==> src/rtl/gray_pointer_rx.sv <==
// Receive side of a gray-coded pointer crossing: synchronizes a remote gray count,
// decodes it to binary, tracks unconsumed increments and flags illegal steps.
module gray_pointer_rx #(
    parameter int unsigned WIDTH       = 8,
    parameter int unsigned SYNC_STAGES = 2
) (
    input  logic             i_clk,
    input  logic             i_rst_n,
    input  logic             i_cg,
    input  logic [WIDTH-1:0] i_gray,
    input  logic             i_take,
    input  logic             i_clrErr,
    output logic [WIDTH-1:0] o_rxBin,
    output logic [WIDTH-1:0] o_rdBin,
    output logic [WIDTH-1:0] o_pending,
    output logic             o_avail,
    output logic             o_incr,
    output logic             o_err
);

    localparam logic [WIDTH-1:0] One = WIDTH'(1);

    logic [WIDTH-1:0] sync_q [SYNC_STAGES];
    logic [WIDTH-1:0] sync_gray;
    logic [WIDTH-1:0] sync_bin;
    logic [WIDTH-1:0] delta;
    logic [WIDTH-1:0] rx_bin_q;
    logic [WIDTH-1:0] rd_bin_q;
    logic [WIDTH-1:0] pending;
    logic             avail;
    logic             step_incr;
    logic             step_bad;
    logic             take_ok;
    logic             incr_q;
    logic             err_q;

    // Only sync_q[0] may see i_gray; everything downstream uses the last stage.
    always_ff @(posedge i_clk or negedge i_rst_n) begin
        if (!i_rst_n) begin
            for (int unsigned k = 0; k < SYNC_STAGES; k++) begin
                sync_q[k] <= '0;
            end
        end else if (i_cg) begin
            sync_q[0] <= i_gray;
            for (int unsigned k = 1; k < SYNC_STAGES; k++) begin
                sync_q[k] <= sync_q[k-1];
            end
        end
    end

    assign sync_gray = sync_q[SYNC_STAGES-1];

    // bin[i] is the XOR of all gray bits at or above i.
    always_comb begin
        sync_bin = '0;
        for (int unsigned i = 0; i < WIDTH; i++) begin
            sync_bin[i] = ^(sync_gray >> i);
        end
    end

    always_comb begin
        delta     = sync_bin - rx_bin_q;
        step_incr = (delta == One);
        step_bad  = (delta != '0) && (delta != One);
        pending   = rx_bin_q - rd_bin_q;
        avail     = (pending != '0);
        take_ok   = i_take && avail;
    end

    always_ff @(posedge i_clk or negedge i_rst_n) begin
        if (!i_rst_n) begin
            rx_bin_q <= '0;
            rd_bin_q <= '0;
            incr_q   <= 1'b0;
            err_q    <= 1'b0;
        end else if (i_cg) begin
            rx_bin_q <= sync_bin;
            incr_q   <= step_incr;
            // A new illegal step wins over a simultaneous clear.
            err_q    <= step_bad || (err_q && !i_clrErr);
            if (take_ok) begin
                rd_bin_q <= rd_bin_q + One;
            end
        end
    end

    assign o_rxBin   = rx_bin_q;
    assign o_rdBin   = rd_bin_q;
    assign o_pending = pending;
    assign o_avail   = avail;
    assign o_incr    = incr_q;
    assign o_err     = err_q;

endmodule

==> config.mk <==
export PLATFORM = sky130hd
export DESIGN_NAME = gray_pointer_rx
export DESIGN_NICKNAME = d
export VERILOG_FILES = /design/src/rtl/gray_pointer_rx.sv
export SDC_FILE = /design/constraint.sdc
export NUM_CORES = 1
export LEC_CHECK = 0
export BUFFER_PORTS_ARGS = -buffer_cell sky130_fd_sc_hd__buf_2
export CAP_MARGIN = 15
export CORE_MARGIN = 2
export CORE_UTILIZATION = 59
export CTS_BUF_LIST = sky130_fd_sc_hd__clkbuf_16
export DETAILED_ROUTE_END_ITERATION = 8
export PLACE_DENSITY = 0.8
export SLEW_MARGIN = 20
export SYNTH_ARGS = -nofsm -noshare
export SYNTH_HDL_FRONTEND = slang
export SYNTH_SLANG_ARGS = --single-unit
==> constraint.sdc <==
create_clock -name i_clk -period 5.5 [get_ports i_clk]
set_input_delay 0.825 -clock i_clk [delete_from_list [all_inputs] [get_ports i_clk]]
set_output_delay 0.825 -clock i_clk [all_outputs]
set_load 0.02 [all_outputs]
# Word-level counts from Yosys, hierarchy flattened

Index checks and enable logic that the tools add are counted.

Bits in registers: 34
Bits of input ports: 13
Output and inout port bits: 27
Logic and storage cells: 27

$add $sub $neg: 3
Equality and inequality tests: 2
Reduce and logical (&&, ||, !) cells: 16

Operator list:

| kind                                                                  | number |
|---|---|
| 8-bit XOR reduction                                                   | 8 |
| 8-bit nonzero test                                                    | 2 |
| 8-bit subtractor                                                      | 2 |
| 8-bit by 1-bit adder with 8-bit output, second input constant         | 1 |
| 8-bit by 1-bit equality test with 1-bit output, second input constant | 1 |
| 8-bit by 1-bit != test with 1-bit output, second input constant       | 1 |
| 1-bit logical AND                                                     | 3 |
| 2-bit AND reduction                                                   | 1 |
| 1-bit logical NOT                                                     | 1 |
| 1-bit logical OR                                                      | 1 |

# Longest topological paths before layout

Gate-level depths: netlist of the first run.

Depth after elaboration: 5
Gate-level depth with buffers: 14
Gate-level depth less buffers: 14

# Worst setup path before layout of the first run

No wires, ideal clock.

Kind: register to register
Start point: register sync_q (netlist bit sync_gray[7])
End point: register err_q (netlist: o_err)
Setup time: 121 ps
Data arrival time: 3,261 ps
Data required time: 5,379 ps
Path slack: 2,118 ps
Stages on the path, launching flop included: 15
Buffers on the path: 0
Clock period less this slack: 3,382 ps
Cells stage by stage: dfrtp_1 xnor2_2 xnor2_4 xnor2_4 xor2_4 xnor2_1 ha_1 inv_1 fa_1 xor2_1 a211o_1 a2111oi_0 o311a_1 nand4_1 a22o_1

Cells in the longest elaborated chain, start to end: 5
Elaborated cells on any way between the ends: 13
Classes of those cells: add/sub: 1; eq/ne: 1; reduce/logical: 11

Ends and longest elaborated chain:

| what                                                                                  | line | source |
|---|---|---|
| start: declaration                                                                    | 23   | `logic [WIDTH-1:0] sync_q [SYNC_STAGES];` |
| start signal: indexed assignment                                                      | 46   | `sync_q[k] <= sync_q[k-1];` |
| 8-bit XOR reduction *                                                                 | 57   | `sync_bin[i] = ^(sync_gray >> i);` |
| net sync_bin[5]                                                                       | 25   | `logic [WIDTH-1:0] sync_bin;` |
| 8-bit subtractor *                                                                    | 62   | `delta = sync_bin - rx_bin_q;` |
| 8-bit by 1-bit != test with 1-bit output / 8-bit nonzero test (equally long branches) | 64   | `step_bad = (delta != '0) && (delta != One);` |
| 1-bit logical AND *                                                                   | 64   |  |
| 1-bit logical OR *                                                                    | 80   | `err_q <= step_bad \|\| (err_q && !i_clrErr);` |
| end signal: assignment                                                                | 80   |  |
| end: declaration                                                                      | 35   | `logic err_q;` |

The timed path passes the listed nets; every way through them passes the cells marked *.
A chain may end at the register's enable or synchronous reset.

# Worst setup path after layout of the first run

Start point: register rx_bin_q[0] (netlist: o_rxBin[0])
End point: output o_pending[6]

Cells in the longest elaborated chain, start to end: 1

Ends and longest elaborated chain:

| what                     | line | source |
|---|---|---|
| start: declaration       | 27   | `logic [WIDTH-1:0] rx_bin_q;` |
| start signal: assignment | 77   | `rx_bin_q <= sync_bin;` |
| 8-bit subtractor         | 65   | `pending = rx_bin_q - rd_bin_q;` |
| end: declaration         | 15   | `output logic [WIDTH-1:0] o_pending,` |

No other way between the ends.

==> summary.md, run 1 <==
| Metric | Value |
|---|---|
| Outcome | `complete, no violations` |
| CP max FO | `13` |
| Largest net degree at the start of global routing | `39` |
| Core box area | `0.00397 sq mm` |
| First-pass detailed-route iteration total | `5` |
| Diodes inserted | `0` |
| # rows | `23` |
| Die ar. | `0.00461 sq mm` |
| Post-CTS sizing | `0` |
| Vias per inst | `6.31` |
| Critical-path cell list | `inv_1 -> ha_1 -> fa_1 -> nor2b_1 -> o211ai_1 -> a211oi_1 -> inv_1 -> buf_2` |
| Hold-fix buffers, CTS | `0` |
| Startpoint Class | `register` |
| Post-route insts no fill | `328` |
| Longest Clk Path Bufs | `2` |
| Hold wc startpoint | `o_err` |
| Post-route ant nets | `0` |
| Starting DRC count in detailed routing | `160` |
| Min Clock Period, post-route | `3.71 ns` |
| First-pass GRT wire length | `8640 um` |
| Final max-slew violation count | `0` |
| H-tree levels | `2` |
| Root Driver | `clkbuf_16` |
| Via count | `2,070` |
| CTS sink cnt | `34` |
| Least-Margin Pin Slew | `0.765 ns` |
| Final #Nets | `307` |
| Boundary Pins | `40` |
| Final hold viol count | `0` |
| Worst Path Required | `4.68 ns` |
| TritonCTS Buffers | `5` |
| Post-CTS Setup Inserts | `0` |
| Post-synth EDFFs | `0` |
| Syn Area/Cell | `10.1 sq um` |
| Crit path launch | `o_rxBin[0]` |
| Worst path top cell family by delay | `buffers and inverters` |
| Max incr delay on CP | `0.49 ns` |
| Global Route Usage Sum | `0.253` |
| Worst slew margin | `0.490` |
| CP Capture Type | `primary output` |
| Worst R2R Start | `sync_gray[7]` |
| Clock transition at path regs | `0.06 ns` |
| Initial antenna violation count | `0` |
| Total placed cells including tap cells | `320` |
| Residual DRC count | `0` |
| Syn. warnings | `0` |
| Synth-to-layout area growth | `17.4%` |
| Final Cycle Share | `0.674` |
| Ys flop type | `dfrtp_1` |
| Min-delay worst type | `register to register` |
| GPL Wtd Cong | `0.836` |
| Sequential element share of the synthesized area | `0.353` |
| Number of synthesized register bits | `34` |
| Setup Viol. Count Final | `0` |
| Routed length per placed instance | `16.3 um` |
| Final TNS setup | `0 ns` |
| TritonCTS clock tree | `done` |
| Top cell by count, worst path | `inv_1` |
| Worst-skew pair later-pin latency | `0.29 ns` |
| Syn_nets | `269` |
| Fill cells | `287` |
| Final WL | `5330 um` |
| Crit path kind | `register to primary output` |
| Peak Freq | `0.270 GHz` |
| Die Y | `67.9 um` |
| Max-Cap Viols | `0` |
| Data arrival time of the worst path | `2.88 ns` |
| Synthesized area | `0.00241 sq mm` |
| Clk_skew | `0.00730 ns` |
| GRT overflow | `0` |
| Post-DP HPWL | `3800 um` |
| Yosys cell types | `55` |
| Starting Density | `0.607` |
| Die Width | `67.9 um` |
| Vias in the first global route | `1,838` |
| Slowest-stage cell, CP | `a211oi_1` |
| Port buffer count | `39` |
| Mapped Cells | `239` |
| RSZ-0062 raised after global routing | `false` |
| Post-synth ARST share | `1.00` |
| WP buf/inv | `3` |
| Share of cells above drive strength 1 | `0.273` |
per-layer routing:
metal,global-route usage,vias up,share of wire
li1,-,951,-
met1,0.366,1008,0.45
met2,0.374,92,0.46
met3,0.0510,19,0.059
met4,0.100,0,0.024
met5,0,-,0
cell usage in the layout, fill, tap and decap left out, types with 2 or more instances in the layout:
master | synthesis | final
buf_2 | 2 | 39
dfrtp_1 | 34 | 34
inv_1 | 21 | 21
mux2_2 | 19 | 19
nand2_1 | 15 | 15
ha_1 | 15 | 15
a21oi_1 | 13 | 13
o21ai_0 | 9 | 9
xnor2_1 | 7 | 7
nor2_1 | 7 | 7
xor2_1 | 6 | 6
nor2b_1 | 6 | 6
o31ai_1 | 6 | 6
clkbuf_16 | 0 | 5
nor3_1 | 4 | 4
a31oi_1 | 4 | 4
and3_1 | 4 | 4
o311ai_1 | 4 | 4
a21o_1 | 3 | 3
nor3b_1 | 3 | 3
nand2b_1 | 3 | 3
nand4_1 | 3 | 3
and4_1 | 3 | 3
xnor2_4 | 2 | 2
o2111ai_1 | 2 | 2
mux2i_1 | 2 | 2
a311o_1 | 2 | 2
or2_2 | 2 | 2
o211ai_1 | 2 | 2
or3_1 | 2 | 2
nand3_1 | 2 | 2
a41oi_1 | 2 | 2
o311ai_0 | 2 | 2
fa_1 | 2 | 2
bufinv_16 | 0 | 2
sequential cells by signal, indices dropped and copies added, names as in the netlist:
name       count
o_incr         1
o_err          1
o_rxBin        8
o_rdBin        8
sync_q         8
sync_gray      8
cell type report:
type,count,area [sq um],share of cell area
multi-input combinational,176,1450,0.512
sequential,34,851,0.301
clock buffer,5,125,0.0442
timing repair buffer,39,195,0.0690
tap,50,62.6,0.0221
inverter,21,78.8,0.0279
clock inverter,3,68.8,0.0243
worst paths after layout:
| path | to | slack [ns] | depth (start not counted) |
|---|---|---|---|
| max | o_pending[6] | 1.79 | 8 |
| min | o_err | 0.50 | 1 |
| max reg2reg | o_err | 1.89 | 14 |
| min reg2reg | o_err | 0.50 | 1 |
| max in group asynchronous | o_rdBin[7] | 4.40 | 1 |
| min in group asynchronous | o_rxBin[0] | 0.61 | 1 |
metrics by stage:
step           hold slack (ns)  area [sq um]  worst slack (ns)   util
2_1_floorplan            0.475          2410              2.12      -
3_3_place_gp             0.490          2640              2.02  0.664
3_5_place_dp             0.494          2640              1.90  0.664
4_1_cts                  0.507          2830              1.88  0.713
5_1_grt                  0.517          2830              1.62  0.713
6_report                 0.504          2830              1.79  0.713
logic make-up (layout without fill, tap and decap cells):
kind of cell | count (synthesis) | in the layout | synth area share
AND/OR/NAND/NOR | 59 | 59 | 0.135
XOR/XNOR | 18 | 18 | 0.0950
adder cells (fa/ha/maj) | 17 | 17 | 0.0944
flip-flops | 34 | 34 | 0.353
multiplexers | 21 | 21 | 0.0970
AO/OA/AOI/OAI | 61 | 61 | 0.180
buffers and inverters | 29 | 68 | 0.0462
cells in the mapped netlist, types with 3 or more instances:
master    count  area share
a21o_1        3      0.0093
a21oi_1      13       0.027
a31oi_1       4       0.010
and3_1        4       0.010
and4_1        3       0.011
clkbuf_1      4      0.0062
dfrtp_1      34        0.35
ha_1         15       0.078
inv_1        21       0.033
mux2_2       19       0.089
nand2_1      15       0.023
nand2b_1      3      0.0078
nand4_1       3      0.0078
nor2_1        7       0.011
nor2b_1       6       0.016
nor3_1        4      0.0083
nor3b_1       3      0.0093
o21ai_0       9       0.019
o311ai_1      4       0.015
o31ai_1       6       0.019
xnor2_1       7       0.025
xor2_1        6       0.022
Power of run 1 is left out: the tool's default activity adds up to more than one toggle a clock period on the data nets, which glitch-free logic cannot reach.
==> run 2: changes to the inputs <==
Settings changed: ABC_AREA from default to 1, CORE_UTILIZATION 59 to 51, PLACE_DENSITY 0.8 to 0.73.
Clock period 5.5 ns to 3.2 ns, I/O delays scaled along.
==> summary.md, run 2 <==
| Metric | Value |
|---|---|
| Outcome | `complete, no violations` |
| Post-CTS Setup Inserts | `0 (unchanged)` |
| Die Y | `72.5 um (+6.7%)` |
| Die ar. | `0.00525 sq mm (+14%)` |
| FF-to-FF End | `o_err` |
| Synth Area in XOR/XNOR | `0.113 (+0.0180)` |
| Global Route Usage Sum | `0.213 (-0.0399)` |
| Ys flop type | `dfrtp_1` |
| Top cells by count, synth | `113 x nand2_1, 48 x inv_1, 34 x dfrtp_1, 16 x nand3_1, 15 x ha_1` |
| Port buffer count | `39 (unchanged)` |
| Area fraction in compound gates after synthesis | `0.0596 (-0.120)` |
| Setup Viol. Count Final | `0 (unchanged)` |
| Final WL | `4960 um (-7.1%)` |
| H-tree levels | `2 (unchanged)` |
| Worst Path Required | `3.36 ns (-1.32 ns)` |
| Commonest non-fill, non-tap cell in the layout | `nand2_1` |
| Via count | `2,063 (-0.34%)` |
| CTS sink cnt | `34 (unchanged)` |
| GPL Wtd Cong | `0.877 (+4.9%)` |
| Fill cells | `418 (+46%)` |
| Crit path kind | `register to register` |
| Largest net degree at the start of global routing | `41 (+5.1%)` |
| Root Driver | `clkbuf_16` |
| First-pass detailed-route iteration total | `4 (-1)` |
| Final Cycle Share | `0.833` |
| First-pass GRT wire length | `8790 um (+1.8%)` |
| Residual DRC count | `0 (unchanged)` |
| Longest Clk Path Bufs | `2 (unchanged)` |
| Leakage | `0.00153 uW` |
| Critical-path cell list | `xor2_4 -> xor2_2 -> xor2_1 -> inv_1 -> ha_1 -> inv_1 -> fa_1 -> nand3_1 -> nand2_1 -> a21oi_1 -> nor2_1 -> nor2_1 -> nand3b_1 -> nand2_1 -> nand2_1` |
| Starting DRC count in detailed routing | `130 (-19%)` |
| Flop2flop setup slack | `0.53 ns (-1.36 ns)` |
| Least-Margin Pin Slew | `0.769 ns (+0.00445 ns)` |
| Synth-to-layout area growth | `15.4%` |
| Clk_skew | `0.00159 ns (-0.00571 ns)` |
| Diodes inserted | `0 (unchanged)` |
| Syn_nets | `347 (+29%)` |
| CP max FO | `4 (-9)` |
| Core box area | `0.00444 sq mm (+12%)` |
| TritonCTS Buffers | `5 (unchanged)` |
| RSZ-0062 raised after global routing | `false` |
| Mux share of post-synthesis cell area | `0 (-0.0970)` |
| Area leader, netlist | `dfrtp_1` |
| Min Clock Period, post-route | `2.67 ns` |
| Peak Freq | `0.375 GHz` |
| Startpoint Class | `register` |
| Data arrival time of the worst path | `2.82 ns (-0.06 ns)` |
| Number of synthesized register bits | `34 (unchanged)` |
| Area after DPL | `0.00262 sq mm (-0.66%)` |
| Slowest-stage cell, CP | `dfrtp_1` |
| Syn Area/Cell | `7.55 sq um (-25%)` |
| TritonCTS clock tree | `done` |
| Syn. warnings | `0 (unchanged)` |
| # rows | `24 (+4.3%)` |
| Mapped Cells | `317 (+33%)` |
| Sequential element share of the synthesized area | `0.356 (+0.00277)` |
| Post-route ant nets | `0 (unchanged)` |
| Vias per inst | `5.03 (-20%)` |
| Starting Density | `0.538 (-0.0688)` |
| Routed length per placed instance | `12.1 um (-26%)` |
| Top cell type's share of synthesized area | `0.356 (+0.00277)` |
| Max incr delay on CP | `0.46 ns (-0.03 ns)` |
| Simple-gate area share of the yosys netlist | `0.279 (+0.144)` |
| CP Capture Type | `register` |
| VDD IR max | `0.000455 V` |
| Reg2reg path depth | `15 (+1)` |
| Vias in the first global route | `1,981 (+7.8%)` |
| Boundary Pins | `40 (unchanged)` |
| Post-CTS sizing | `0 (unchanged)` |
| Final TNS setup | `0 ns (unchanged)` |
| Worst-skew pair later-pin latency | `0.27 ns (-0.02 ns)` |
| Post-synth ARST share | `1.00 (unchanged)` |
| GRT overflow | `0 (unchanged)` |
| Worst R2R Start | `sync_gray[7]` |
| Worst slew margin | `0.487 (-0.00296)` |
| Largest family of logic cells by synthesized area | `simple AND/OR/NAND/NOR gates` |
| Non-Filler Cell Area, Final | `0.00276 sq mm (-2.5%)` |
| Hold-fix buffers, CTS | `0 (unchanged)` |
| Die Width | `72.5 um (+6.7%)` |
| Final core occ | `0.621 (-0.0916)` |
| Share of cells above drive strength 1 | `0.156 (-0.117)` |
| Most frequent cell after synthesis | `nand2_1` |
| Min-delay worst type | `primary input to asynchronous set/reset pin` |
| Synthesized area | `0.00239 sq mm (-0.78%)` |
| Adder-Cell Fraction of Synth Area | `0.0952 (+0.000741)` |
| Most frequent cells in the layout | `113 x nand2_1, 48 x inv_1, 39 x buf_2` |
| Post-DP HPWL | `3750 um (-1.3%)` |
| Final #Nets | `387 (+26%)` |
| Yosys cell types | `27 (-51%)` |
| Top cell by count, worst path | `nand2_1` |
| Final max-slew violation count | `0 (unchanged)` |
| Synth area leaders | `dfrtp_1 36%, nand2_1 18%, ha_1 7.8%` |
| Final hold viol count | `0 (unchanged)` |
| Clock transition at path regs | `0.05 ns (about the same)` |
| Post-synth EDFFs | `0 (unchanged)` |
| Max-Cap Viols | `0 (unchanged)` |
| Initial antenna violation count | `0 (unchanged)` |
| Total power | `2810 uW` |
| PwrDens | `1020 mW/mm^2` |
==> run 2: cell count changes in the layout (fill, tap and decap cells not counted), moves of 6 or more <==
cell	before	now
a21oi_1	13	7
inv_1	21	48
mux2_2	19	0
nand2_1	15	113
nand3_1	2	16
nand4_1	3	12
nor2b_1	6	0
o31ai_1	6	0
==> run 2: per-stage QoR <==
step / cells / setup slack, ns / hold slack (ns)
floorplan: 317 / 0.712 / 0.184
CTS: 410 / 0.499 / 0.303
finish: 410 / 0.535 / 0.282
global route: 410 / 0.274 / 0.341
detailed placement: 402 / 0.520 / 0.464
global placement: 402 / 0.612 / 0.458
==> run 2: worst max-delay path by stage <==
stage,start,slack [ns],end,cells after the start
finish,sync_gray[7],0.53,o_err,15
global route,o_rxBin[0],0.27,o_avail,12
CTS,sync_gray[7],0.50,o_err,15
detailed placement,sync_gray[7],0.52,o_err,15
global placement,sync_gray[6],0.61,o_err,15
floorplan,sync_gray[6],0.71,o_err,15
==> run 2: per-layer routing <==
metal  GRT usage  vias up  wire [um]
met5           0        -          0
met4      0.0535        0         30
met3      0.0458        4        198
met2       0.369       43       2480
met1       0.273      944       2240
li1            -     1072          -
==> run 2: kinds of logic (layout without fill, tap and decap cells) <==
kind of cell,after synthesis,count (layout)
AO/OA/AOI/OAI,26,26
XOR/XNOR,24,24
adder cells (fa/ha/maj),17,17
buffers and inverters,57,98
flip-flops,34,34
AND/OR/NAND/NOR,159,159
==> run 2: worst max-delay path: cells and delay by family, from the launching register on <==
kind | cells | cell delay (ns)
and+or+nand+nor | 7 | 0.57
buffers and inverters | 2 | 0.12
adders and majority gates | 2 | 0.52
xor gates and xnor gates | 3 | 0.70
DFF | 1 | 0.46
AOI/OAI and AO/OA | 1 | 0.17
==> run 2: layout make-up <==
cell class,count,area (sq um),share of cell area
well taps,52,65.1,0.0236
repair buffers,41,210,0.0762
clock buffers,5,125,0.0453
inverters,49,184,0.0666
flip-flops and latches,34,851,0.308
multi-input cells,226,1310,0.474
clock inverters,3,16.3,0.00589
==> run 2: where the power goes <==
part / switching (uW) / internal, uW / total (uW) / leakage (uW)
sequential: 101 / 513 / 615 / 0.000426
clock: 168 / 283 / 451 / 0.0000672
combinational: 1090 / 655 / 1750 / 0.00104
total: 1360 / 1450 / 2810 / 0.00153
Note: power is estimated with default switching activity, not from simulation.
==> run 3: changes to the inputs <==
Clock period 3.2 ns to 2.4 ns, I/O delays scaled along.
==> summary.md, run 3 (same netlist as run 2, synthesis figures left out) <==
| Metric | Value |
|---|---|
| Reg2reg path depth | `15 (unchanged)` |
| TritonCTS clock tree | `done` |
| Final max-slew violation count | `0 (unchanged)` |
| Via count | `2,168 (+5.1%)` |
| Hold slack | `0.147 ns (-0.135 ns)` |
| Setup Viol. Count Final | `3 (+3)` |
| RSZ-0062 raised after global routing | `true` |
| Residual DRC count | `0 (unchanged)` |
| Vias in the first global route | `2,156 (+8.8%)` |
| FF-to-FF End | `o_err` |
| # rows | `24 (unchanged)` |
| H-tree levels | `2 (unchanged)` |
| Longest Clk Path Bufs | `2 (unchanged)` |
| Critical-path cell list | `xor2_4 -> xor2_2 -> xor2_1 -> inv_1 -> ha_2 -> inv_2 -> fa_2 -> nand3_2 -> nand2_4 -> a21oi_4 -> nor2_2 -> nor2_2 -> nand3b_1 -> nand2_1 -> nand2_1` |
| Post-DP HPWL | `3930 um (+4.8%)` |
| Hold-fix buffers, CTS | `0 (unchanged)` |
| Starting DRC count in detailed routing | `126 (-3.1%)` |
| Max-Cap Viols | `0 (unchanged)` |
| CP max FO | `2 (-2)` |
| Largest net degree at the start of global routing | `41 (unchanged)` |
| Data arrival time of the worst path | `2.65 ns (-0.17 ns)` |
| First-pass detailed-route iteration total | `4 (unchanged)` |
| Diodes inserted | `0 (unchanged)` |
| WP buf/inv | `2 (unchanged)` |
| Die ar. | `0.00525 sq mm (unchanged)` |
| PwrDens | `1420 mW/mm^2 (+39%)` |
| Least-Margin Pin Slew | `0.742 ns (-0.0268 ns)` |
| Final #Nets | `409 (+5.7%)` |
| Final hold viol count | `0 (unchanged)` |
| GPL Wtd Cong | `0.903 (+3.0%)` |
| Startpoint Class | `register` |
| Starting Density | `0.538 (unchanged)` |
| Outcome | `finished, violations left` |
| Area after DPL | `0.00273 sq mm (+4.3%)` |
| CP Capture Type | `register` |
| Setup ws final | `-0.0925 ns (-0.627 ns)` |
| Root Driver | `clkbuf_16` |
| Worst path top cell family by delay | `XOR/XNOR gates` |
| Boundary Pins | `40 (unchanged)` |
| Failing checks | `setup timing` |
| Worst Path Required | `2.56 ns (-0.80 ns)` |
| Port buffer count | `39 (unchanged)` |
| Peak Freq | `0.401 GHz (+6.9%)` |
| Post-route ant nets | `0 (unchanged)` |
| Clock transition at path regs | `0.06 ns (about the same)` |
| Fill cells | `368 (-12%)` |
| Commonest non-fill, non-tap cell in the layout | `nand2_1` |
| Non-Filler Cell Area, Final | `0.00306 sq mm (+11%)` |
| Clk_skew | `0.00540 ns (+0.00381 ns)` |
| Core box area | `0.00444 sq mm (unchanged)` |
| Min-delay worst type | `primary input to asynchronous set/reset pin` |
| Worst slew margin | `0.505 (+0.0179)` |
| Min Clock Period, post-route | `2.49 ns (-0.173 ns)` |
| Slowest-stage cell, CP | `dfrtp_2` |
| Worst-skew pair later-pin latency | `0.27 ns (about the same)` |
| Worst R2R Start | `sync_gray[6]` |
| CTS sink cnt | `34 (unchanged)` |
| GRT overflow | `0 (unchanged)` |
| Share of cells above drive strength 1 | `0.279 (+0.123)` |
| Final TNS setup | `-0.161 ns (-0.161 ns)` |
| Flop2flop setup slack | `-0.09 ns (-0.63 ns)` |
| TritonCTS Buffers | `5 (unchanged)` |
| Area of the multi-input gates | `0.00143 sq mm (+8.9%)` |
| VDD IR max | `0.000754 V (+66%)` |
| Die Y | `72.5 um (unchanged)` |
| Final WL | `5500 um (+11%)` |
| Crit path kind | `register to register` |
| Seq. cell area | `855 sq um (+0.44%)` |
| Die Width | `72.5 um (unchanged)` |
| Synth-to-layout area growth | `28.1%` |
| Final Cycle Share | `1.04 (+0.206)` |
| First-pass GRT wire length | `9250 um (+5.3%)` |
| Most frequent cells in the layout | `109 x nand2_1, 45 x inv_1, 38 x buf_2` |
| Routed length per placed instance | `12.7 um (+5.2%)` |
| Leakage | `0.00166 uW (+8.5%)` |
| Initial antenna violation count | `0 (unchanged)` |
| Global Route Usage Sum | `0.223 (+0.0100)` |
| Vias per inst | `5.02 (-0.26%)` |
| Max incr delay on CP | `0.44 ns (-0.02 ns)` |
==> run 3: worst max-delay path by stage <==
stage	from	end	slack, ns	cells after the start
4_1_cts	o_rdBin[0]	o_avail	-0.07	8
6_report	sync_gray[6]	o_err	-0.09	15
2_1_floorplan	sync_gray[7]	o_err	-0.02	15
5_1_grt	sync_gray[6]	o_err	-0.23	16
3_3_place_gp	sync_gray[7]	o_err	-0.02	15
3_5_place_dp	sync_gray[4]	o_err	-0.10	15
==> run 3: layer usage <==
| metal | routed length [um] | track usage | vias up | share of wire |
|---|---|---|---|---|
| met2 | 2750 | 0.402 | 50 | 0.50 |
| met5 | 0 | 0 | - | 0 |
| met3 | 203 | 0.0319 | 8 | 0.037 |
| li1 | - | - | 1117 | - |
| met1 | 2440 | 0.271 | 993 | 0.44 |
| met4 | 100 | 0.0823 | 0 | 0.018 |
==> run 3: area by class of cell <==
class,count,area share
Clock inverter,3,0.00531
Sequential cell,34,0.279
Clock buffer,5,0.0408
Multi-Input combinational cell,226,0.465
Tap cell,52,0.0212
Timing Repair Buffer,63,0.129
Inverter,49,0.0600
==> run 3: repair_timing <==
item | 4_1_cts | 5_1_grt
gates resized for setup | 13 | 19
endpoints found under the setup margin | 3 | 12
pin swaps | 8 | 11
setup buffers | 4 | 4
==> run 3: per-stage QoR <==
step / setup slack, ns / std cells / power (uW) / utilization
6_report: -0.0925 / 432 / 4350 / 0.689
3_3_place_gp: -0.0181 / 416 / 3230 / 0.615
5_1_grt: -0.234 / 432 / 4750 / 0.689
4_1_cts: -0.0681 / 428 / 4060 / 0.662
3_5_place_dp: -0.105 / 416 / 3280 / 0.615
2_1_floorplan: -0.0162 / 317 / 2620 / -
==> run 3: power by group <==
group          internal, uW  total [uW]  switching, uW
clock                   378         609            231
combinational          1200        2950           1740
sequential              686         798            111
